File: src/rtl/ss_vdisk_arbiter_pkg.sv
`default_nettype none
// ============================================================================
//  Module   : ss_vdisk_pkg
//  Brief    : Shared types and helpers for the virtual-disk request arbiter:
//             FSM state encoding and a generic round-robin pick function.
//  Revision : 1.0  initial release
// ============================================================================
package ss_vdisk_pkg;

    // Largest channel count the round-robin helper supports.
    localparam int C_MAX_CH    = 8;
    localparam int C_MAX_IDX_W = 3;

    // Arbiter transaction phases.
    typedef enum logic [1:0] {
        VD_IDLE  = 2'd0,
        VD_ISSUE = 2'd1,
        VD_XFER  = 2'd2,
        VD_DONE  = 2'd3
    } vd_state_t;

    // Round-robin search starting just after ptr, wrapping modulo nch.
    // Returns ptr unchanged when nothing is requesting; callers qualify the
    // result with |req.
    function automatic int unsigned rr_pick(
        input logic [C_MAX_CH-1:0] req,
        input int unsigned         ptr,
        input int unsigned         nch
    );
        int unsigned pick;
        int unsigned j;
        logic        found;
        pick  = ptr;
        found = 1'b0;
        for (int unsigned k = 1; k <= C_MAX_CH; k++) begin
            j = (ptr + k) % nch;
            if (!found && (k <= nch) && req[j[C_MAX_IDX_W-1:0]]) begin
                pick  = j;
                found = 1'b1;
            end
        end
        return pick;
    endfunction

endpackage
`default_nettype wire

File: src/rtl/ss_vdisk_arbiter_if.sv
`default_nettype none
// ============================================================================
//  Module   : ss_vdisk_arbiter_if
//  Brief    : HPS sector-transfer port: request lines, LBA, ack and the
//             write-back data path. The arbiter is the master side.
//  Revision : 1.0  initial release
// ============================================================================
interface ss_vdisk_arbiter_if #(
    parameter int LBA_W = 32,
    parameter int DW    = 16
);
    logic [LBA_W-1:0] hps_lba;
    logic             hps_rd;
    logic             hps_wr;
    logic             hps_ack;
    logic [DW-1:0]    hps_buff_din;

    modport master (
        output hps_lba,
        output hps_rd,
        output hps_wr,
        output hps_buff_din,
        input  hps_ack
    );

    modport slave (
        input  hps_lba,
        input  hps_rd,
        input  hps_wr,
        input  hps_buff_din,
        output hps_ack
    );
endinterface
`default_nettype wire

File: src/rtl/ss_vdisk_arbiter_rr_pick.sv
`default_nettype none
// ============================================================================
//  Module   : ss_rr_pick
//  Brief    : Combinational round-robin priority encoder. Picks the first
//             requester after ptr (wrapping), with a valid flag.
//  Revision : 1.0  initial release
// ============================================================================
module ss_rr_pick
    import ss_vdisk_pkg::*;
#(
    parameter int NCH   = 3,
    parameter int IDX_W = (NCH > 1) ? $clog2(NCH) : 1
) (
    input  wire  [NCH-1:0]   req,
    input  wire  [IDX_W-1:0] ptr,
    output logic [IDX_W-1:0] idx,
    output logic             valid
);

    logic [C_MAX_CH-1:0] w_req_ext;
    int unsigned         w_pick;

    // Zero-pad the request vector up to the helper's fixed width.
    generate
        for (genvar g = 0; g < C_MAX_CH; g++) begin : g_ext
            if (g < NCH) begin : g_live
                assign w_req_ext[g] = req[g];
            end else begin : g_pad
                assign w_req_ext[g] = 1'b0;
            end
        end
    endgenerate

    // Search from ptr+1 and report the winner.
    always_comb begin
        w_pick = rr_pick(w_req_ext, 32'(ptr), NCH);
        idx    = IDX_W'(w_pick);
        valid  = |req;
    end

endmodule
`default_nettype wire

File: src/rtl/ss_vdisk_arbiter.sv
`default_nettype none
// ============================================================================
//  Module   : ss_vdisk_arbiter
//  Brief    : N-channel virtual-disk request arbiter in front of the single
//             HPS sector-transfer port. Round-robin grant, mount tracking,
//             ack timeout and per-channel error pulses.
//  Revision : 1.0  initial release
// ============================================================================
module ss_vdisk_arbiter
    import ss_vdisk_pkg::*;
#(
    parameter int NCH   = 3,
    parameter int LBA_W = 32,
    parameter int DW    = 16,
    parameter int TMO_W = 24
) (
    input  wire                  clk_sys,
    input  wire                  reset_n,
    input  wire  [NCH-1:0]       img_mounted,
    input  wire                  img_size_nz,
    input  wire  [NCH*LBA_W-1:0] ch_lba,
    input  wire  [NCH-1:0]       ch_rd,
    input  wire  [NCH-1:0]       ch_wr,
    output logic [NCH-1:0]       ch_ack,
    output logic [NCH-1:0]       ch_err,
    output logic [NCH-1:0]       ch_present,
    input  wire  [NCH*DW-1:0]    ch_buff_din,
    output logic                 busy,
    ss_vdisk_arbiter_if.master   hps
);

    localparam int C_IDX_W = (NCH > 1) ? $clog2(NCH) : 1;

    vd_state_t            r_state;
    vd_state_t            w_state_nxt;

    logic [C_IDX_W-1:0]   r_idx;
    logic [C_IDX_W-1:0]   r_rr;
    logic [LBA_W-1:0]     r_lba;
    logic                 r_dir_wr;
    logic                 r_hps_rd;
    logic                 r_hps_wr;
    logic [TMO_W-1:0]     r_cnt;
    logic [NCH-1:0]       r_err;
    logic [NCH-1:0]       r_present;

    logic [NCH-1:0]       w_pend;
    logic [C_IDX_W-1:0]   w_pick_idx;
    logic                 w_pick_valid;
    logic                 w_grant;
    logic                 w_reject;
    logic                 w_fault;
    logic                 w_eject;
    logic                 w_cnt_sat;
    logic [NCH-1:0]       w_ack;
    logic [DW-1:0]        w_buff;

    // A channel is pending while either of its request levels is high.
    assign w_pend = ch_rd | ch_wr;

    ss_rr_pick #(
        .NCH   (NCH),
        .IDX_W (C_IDX_W)
    ) u_pick (
        .req   (w_pend),
        .ptr   (r_rr),
        .idx   (w_pick_idx),
        .valid (w_pick_valid)
    );

    // State register.
    always_ff @(posedge clk_sys or negedge reset_n) begin
        if (!reset_n) begin
            r_state <= VD_IDLE;
        end else begin
            r_state <= w_state_nxt;
        end
    end

    // Next-state decode plus the strobes that steer the datapath register.
    always_comb begin
        w_state_nxt = r_state;
        w_grant     = 1'b0;
        w_reject    = 1'b0;
        w_fault     = 1'b0;
        w_eject     = img_mounted[r_idx] & ~img_size_nz;
        w_cnt_sat   = &r_cnt;
        case (r_state)
            VD_IDLE: begin
                if (w_pick_valid) begin
                    if (!r_present[w_pick_idx]) begin
                        w_reject = 1'b1;
                    end else begin
                        w_grant     = 1'b1;
                        w_state_nxt = VD_ISSUE;
                    end
                end
            end
            VD_ISSUE: begin
                // Losing the image beats a simultaneous ack.
                if (w_eject) begin
                    w_fault     = 1'b1;
                    w_state_nxt = VD_DONE;
                end else if (hps.hps_ack) begin
                    w_state_nxt = VD_XFER;
                end else if (w_cnt_sat) begin
                    w_fault     = 1'b1;
                    w_state_nxt = VD_DONE;
                end
            end
            VD_XFER: begin
                if (w_eject) begin
                    w_fault     = 1'b1;
                    w_state_nxt = VD_DONE;
                end else if (!hps.hps_ack) begin
                    w_state_nxt = VD_DONE;
                end
            end
            VD_DONE: begin
                w_state_nxt = VD_IDLE;
            end
            default: begin
                w_state_nxt = VD_IDLE;
            end
        endcase
    end

    // Mount tracking, grant latches, timeout counter, error pulses and the
    // registered HPS request lines.
    always_ff @(posedge clk_sys or negedge reset_n) begin
        if (!reset_n) begin
            r_idx     <= '0;
            r_rr      <= '0;
            r_lba     <= '0;
            r_dir_wr  <= 1'b0;
            r_hps_rd  <= 1'b0;
            r_hps_wr  <= 1'b0;
            r_cnt     <= '0;
            r_err     <= '0;
            r_present <= '0;
        end else begin
            r_err <= '0;
            for (int i = 0; i < NCH; i++) begin
                if (img_mounted[i]) begin
                    r_present[i] <= img_size_nz;
                end
            end
            // Unmounted requester: flag it and move the pointer past it so
            // other channels still get their turn.
            if (w_reject) begin
                r_err[w_pick_idx] <= 1'b1;
                r_rr              <= w_pick_idx;
            end
            if (w_grant) begin
                r_idx    <= w_pick_idx;
                r_lba    <= ch_lba[w_pick_idx*LBA_W +: LBA_W];
                r_dir_wr <= ch_wr[w_pick_idx] & ~ch_rd[w_pick_idx];
                if (ch_rd[w_pick_idx] & ch_wr[w_pick_idx]) begin
                    r_err[w_pick_idx] <= 1'b1;
                end
            end
            if (w_fault) begin
                r_err[r_idx] <= 1'b1;
            end
            if ((r_state == VD_ISSUE) && !w_cnt_sat) begin
                r_cnt <= r_cnt + 1'b1;
            end
            if (r_state == VD_DONE) begin
                r_cnt <= '0;
                r_rr  <= r_idx;
            end
            // Request lines rise one cycle into ISSUE and drop on the edge
            // that leaves it (ack, timeout or eject).
            r_hps_rd <= (r_state == VD_ISSUE) && (w_state_nxt == VD_ISSUE) && !r_dir_wr;
            r_hps_wr <= (r_state == VD_ISSUE) && (w_state_nxt == VD_ISSUE) &&  r_dir_wr;
        end
    end

    // Ack mirror and write-back mux are live only during the data phase.
    always_comb begin
        w_ack  = '0;
        w_buff = '0;
        if (r_state == VD_XFER) begin
            for (int i = 0; i < NCH; i++) begin
                w_ack[i] = hps.hps_ack && (r_idx == C_IDX_W'(i));
            end
            w_buff = ch_buff_din[r_idx*DW +: DW];
        end
    end

    assign ch_ack           = w_ack;
    assign ch_err           = r_err;
    assign ch_present       = r_present;
    assign busy             = (r_state != VD_IDLE);
    assign hps.hps_lba      = r_lba;
    assign hps.hps_rd       = r_hps_rd;
    assign hps.hps_wr       = r_hps_wr;
    assign hps.hps_buff_din = w_buff;

endmodule
`default_nettype wire
File: src/flat_wrapper.sv
// flat-port wrapper written by rule: the top's interface ports become plain ports
module ss_vdisk_arbiter_flat import ss_vdisk_pkg::*;
#(
    parameter int NCH   = 3,
    parameter int LBA_W = 32,
    parameter int DW    = 16,
    parameter int TMO_W = 24
)
  (clk_sys, reset_n, img_mounted, img_size_nz, ch_lba, ch_rd, ch_wr, ch_ack, ch_err, ch_present, ch_buff_din, busy, hps_hps_lba, hps_hps_rd, hps_hps_wr, hps_hps_buff_din, hps_hps_ack);
  ss_vdisk_arbiter_if #(.LBA_W(LBA_W), .DW(DW)) hps_i ();
  input  wire clk_sys;
  input  wire reset_n;
  input  wire  [NCH-1:0] img_mounted;
  input  wire img_size_nz;
  input  wire  [NCH*LBA_W-1:0] ch_lba;
  input  wire  [NCH-1:0] ch_rd;
  input  wire  [NCH-1:0] ch_wr;
  output logic [NCH-1:0] ch_ack;
  output logic [NCH-1:0] ch_err;
  output logic [NCH-1:0] ch_present;
  input  wire  [NCH*DW-1:0] ch_buff_din;
  output logic busy;
  output wire logic [$bits(hps_i.hps_lba)-1:0] hps_hps_lba;
  output wire logic [$bits(hps_i.hps_rd)-1:0] hps_hps_rd;
  output wire logic [$bits(hps_i.hps_wr)-1:0] hps_hps_wr;
  output wire logic [$bits(hps_i.hps_buff_din)-1:0] hps_hps_buff_din;
  input wire logic [$bits(hps_i.hps_ack)-1:0] hps_hps_ack;
  assign hps_hps_lba = hps_i.hps_lba;
  assign hps_hps_rd = hps_i.hps_rd;
  assign hps_hps_wr = hps_i.hps_wr;
  assign hps_hps_buff_din = hps_i.hps_buff_din;
  assign hps_i.hps_ack = hps_hps_ack;
  ss_vdisk_arbiter #(.NCH(NCH), .LBA_W(LBA_W), .DW(DW), .TMO_W(TMO_W)) u_core (.clk_sys(clk_sys), .reset_n(reset_n), .img_mounted(img_mounted), .img_size_nz(img_size_nz), .ch_lba(ch_lba), .ch_rd(ch_rd), .ch_wr(ch_wr), .ch_ack(ch_ack), .ch_err(ch_err), .ch_present(ch_present), .ch_buff_din(ch_buff_din), .busy(busy), .hps(hps_i));
endmodule
File: config.mk
export PLATFORM = sky130hd
export DESIGN_NAME = ss_vdisk_arbiter_flat
export DESIGN_NICKNAME = d
export VERILOG_FILES = /design/src/rtl/ss_vdisk_arbiter_pkg.sv /design/src/rtl/ss_vdisk_arbiter_if.sv /design/src/rtl/ss_vdisk_arbiter_rr_pick.sv /design/src/rtl/ss_vdisk_arbiter.sv /design/src/flat_wrapper.sv
export SDC_FILE = /design/constraint.sdc
export NUM_CORES = 1
export LEC_CHECK = 0
export BUFFER_PORTS_ARGS = -buffer_cell sky130_fd_sc_hd__buf_2
export CAP_MARGIN = 30
export CORE_MARGIN = 2
export CORE_UTILIZATION = 43
export DETAILED_ROUTE_END_ITERATION = 6
export PLACE_DENSITY = 0.81
export SKIP_CTS_REPAIR_TIMING = 1
export SLEW_MARGIN = 10
export SYNTH_ARGS = -nofsm -noshare
export SYNTH_HDL_FRONTEND = slang
export SYNTH_HIERARCHICAL = 1
export SYNTH_SLANG_ARGS = --single-unit
export TNS_END_PERCENT = 1
File: constraint.sdc
create_clock -name clk_sys -period 3.17 [get_ports clk_sys]
set_input_delay 0.951 -clock clk_sys [delete_from_list [all_inputs] [get_ports clk_sys]]
set_output_delay 0.951 -clock clk_sys [all_outputs]
set_load 0.005 [all_outputs]
==> results.md <==
* Final slew viol count at 0
* Worst-margin pin slew at 0.651 ns
* Largest net degree at the start of global routing at 72
* Row cnt at 38
* Drt first pass iters at 5
* Clock Latency Late Sink at 0.35 ns
* N_diodes at 0
* Fmax at 0.309 GHz
* Routed vias at 4,885
* WP data required at 3.41 ns
* Util after Layout at 60.4%
* Flops & latches, synth at 71
* WHS Endpoint: u_core/hps.hps_rd
* Highest routed layer: met4
* Power, Total at 0.00688 W
* Die area at 0.0119 mm2
* Final HPWL DP at 9820 um
* Mapped Cells at 555
* Setup crit end kind: flop
* Reg2reg start: u_core/r_rr[0]
* RSZ-0062 raised after global routing: true
* Ports at 217
* Final nets at 948
* CTS tree: yes
* Synth area leader: dfrtp_1
* Met2 Routed Length at 6920 um
* Die H at 109 um
* First-pass GRT wire length at 20,100 um
* Bufs on Longest Clock Path at 2
* Classification of the worst-slack hold path: flop to flop
* CTS Buf Count at 9
* Post-Syn Nets at 725
* Clk pwr share at 12.8%
* Sequential share of power at 20.3%
* Failing checks: setup timing
* PwrDens at 1050 mW/mm2
* Share of cells above drive strength 1 at 37.2%
* Initial Util at 43.8%
* Hold path depth at 1
* Crit path time final at 3.24 ns
* Critical Path Fanout Max at 32
* M1 WL at 5740 um
* Drt wl/cell at 14.8 um
* DIE WIDTH at 109 um
* Max_slew headroom at 56.6%
* Ys flop type: dfrtp_1
* Worst Setup Start Kind: primary input
* # clock sinks at 71
* Peak VDD IR at 0.000575 V
* Clk_skew at 0.0130 ns
* Post-synth EDFFs at 0
* H-Tree Depth at 3
* Post-Route WL at 13,700 um
* Initial antenna violation count at 0
* Final setup viols at 26
* Status: finished, violations left
* Vias/cell at 5.29
* Max-cap violations at 0
* Seq/Total Area, Yosys at 37.6%
* Port Buffers at 216
* Fin worst setup slack at -0.0665 ns
* CTS clk-pin slew, worst paths at 0.08 ns
* Post-Syn Area per Cell at 8.52 um2
* Vias in the first global route at 4,431
* Switching share of power at 43.9%
* Root buffer cell: clkbuf_8
* Synth warn at 6
* Yosys cell types at 52
* Internal power at 0.00386 W
* Hold Vio Cnt, Final at 0
* GRT Residual Overflow at 0
* P&R area growth vs syn at 37.9%
* Hold WS at 0.481 ns
* Routability Congestion at 0.923
* Leak Pwr at 3.15 nW
* Switching power at 0.00302 W
* Gate power share at 66.9%
* Worst R2R Setup Slack at 0.08 ns
* DRC at 0
* Critical path class: primary input to flop
* Netlist Area Pre-Place at 0.00473 mm2
* Dpl cell area at 0.00609 mm2
* Hold_sp: u_core/r_dir_wr
* Final Cycle Share at 102%
* Asr flop ratio synth at 100%
* R2R cell count at 14
* Final ANT Viol Nets at 0
* Drt initial violations at 313
* Arrival @ worst endpoint at 3.48 ns
* Top post-synthesis cells by area: dfrtp_1, mux2i_1, a21oi_1
* GRT Total Usage at 21.2%
* Met3 routed WL at 869 um
* Total core area at 0.0108 mm2
* Synth top area share at 37.6%
* Worst reg2reg endpoint: u_core/hps.hps_lba[27]
* Final instance area at 0.00652 mm2
==> layer usage <==
metal	GRT usage, %	vias up
li1	-	2401
met1	25.7	2307
met2	38.0	164
met3	4.06	13
met4	6.68	0
met5	0	-
==> cell usage in the layout (no fill, tap or decap), drive strengths merged, types with 6 or more instances in the layout <==
master,netlist,final
xnor2,11,11
nor2,87,87
nor2b,7,7
or3,6,6
buf,17,245
mux2i,57,57
o21ai,32,32
nand2,35,35
and2,18,18
inv,14,15
ha,13,13
a21oi,75,75
and4,7,7
mux2,8,8
nand3,12,12
clkbuf,19,12
dfrtp,71,71
nor3,7,7
==> through the flow <==
stage	cells	setup WS [ns]	setup TNS, ns
detailed placement	901	-0.277	-9.61
floorplan	555	-0.0123	-0.0123
finish	923	-0.0665	-0.536
global placement	901	-0.225	-6.27
CTS	917	0.0879	0
global route	923	-0.114	-3.09
==> power groups by stage <==
| stage | registers, W | logic, W | clock network [W] |
|---|---|---|---|
| after floorplan | 0.00143 | 0.00291 | 0 |
| after global placement | 0.00140 | 0.00404 | 0 |
| after detailed placement | 0.00140 | 0.00413 | 0 |
| after CTS | 0.00139 | 0.00415 | 0.000899 |
| after global routing | 0.00144 | 0.00505 | 0.000945 |
| final | 0.00140 | 0.00460 | 0.000878 |
==> worst max-delay path, cell delays in order <==
cell       delay, ns
buf_2           0.11
or2_2           0.33
mux2i_1         0.18
o21ai_0         0.13
a221oi_2        0.24
o21bai_1        0.18
mux2_4          0.25
mux2i_4         0.26
a2bb2oi_4       0.26
nor2_4          0.08
buf_12          0.13
clkbuf_16       0.19
nor2_1          0.12
a21oi_1         0.05
==> state kept, by name, summed over array words and instances, names as in the netlist, 2 cells and up <==
name                flops
u_core/ch_err           3
u_core/hps.hps_lba     32
u_core/ch_present       3
u_core/r_rr             2
u_core/r_cnt           24
u_core/r_idx            2
u_core/r_state          2
==> area by class of cell <==
type / count / area, um2
Tap cell: 140 / 175
Sequential cell: 71 / 1780
Fill cell: 934 / 4270
Multi-Input combinational cell: 434 / 2830
Inverter: 14 / 52.6
Clock inverter: 7 / 120
Clock buffer: 9 / 124
Timing Repair Buffer: 248 / 1440
==> logic make-up after synthesis <==
family	share of synthesized area (%)
compound gates	17.0
xor+xnor	2.96
fa+ha+maj	3.44
buf+inv	4.63
flops	37.6
mux	14.0
simple gates	20.4
==> cell usage after synthesis, types with 2 or more instances <==
cell type   n
xor2_1      5
or2_2       3
a21boi_0    3
a31oi_1     2
mux2_2      6
inv_1      14
and4_1      5
ha_1       13
nor4_1      4
nor2b_1     7
buf_2      12
o21ai_0    31
nor2_1     87
and3_1      2
buf_6       2
xnor2_1    11
clkbuf_1   18
and4_4      2
and2_1     18
mux2i_1    57
o2bb2ai_1   3
o22ai_1     2
nor4b_1     3
a221oi_1    2
nand4_1     5
a211oi_1    3
a21oi_1    75
or3_1       6
nor3_1      7
a22o_1      2
nand3_1    12
nand2_1    35
buf_1       3
dfrtp_1    71
o211ai_1    4
o221ai_1    2
mux2_1      2
nor3b_1     2
==> worst max-delay path by stage <==
stage	startpoint	endpoint	slack (ns)
after global routing	ch_rd[2]	u_core/hps.hps_lba[23]	-0.11
final	ch_rd[2]	u_core/hps.hps_lba[27]	-0.07
after floorplan	ch_rd[0]	u_core/ch_err[0]	-0.01
after detailed placement	ch_rd[0]	u_core/ch_err[0]	-0.28
after CTS	ch_rd[0]	u_core/ch_err[0]	0.09
after global placement	ch_rd[2]	u_core/ch_err[0]	-0.23
(Power assumes the default switching activity.)
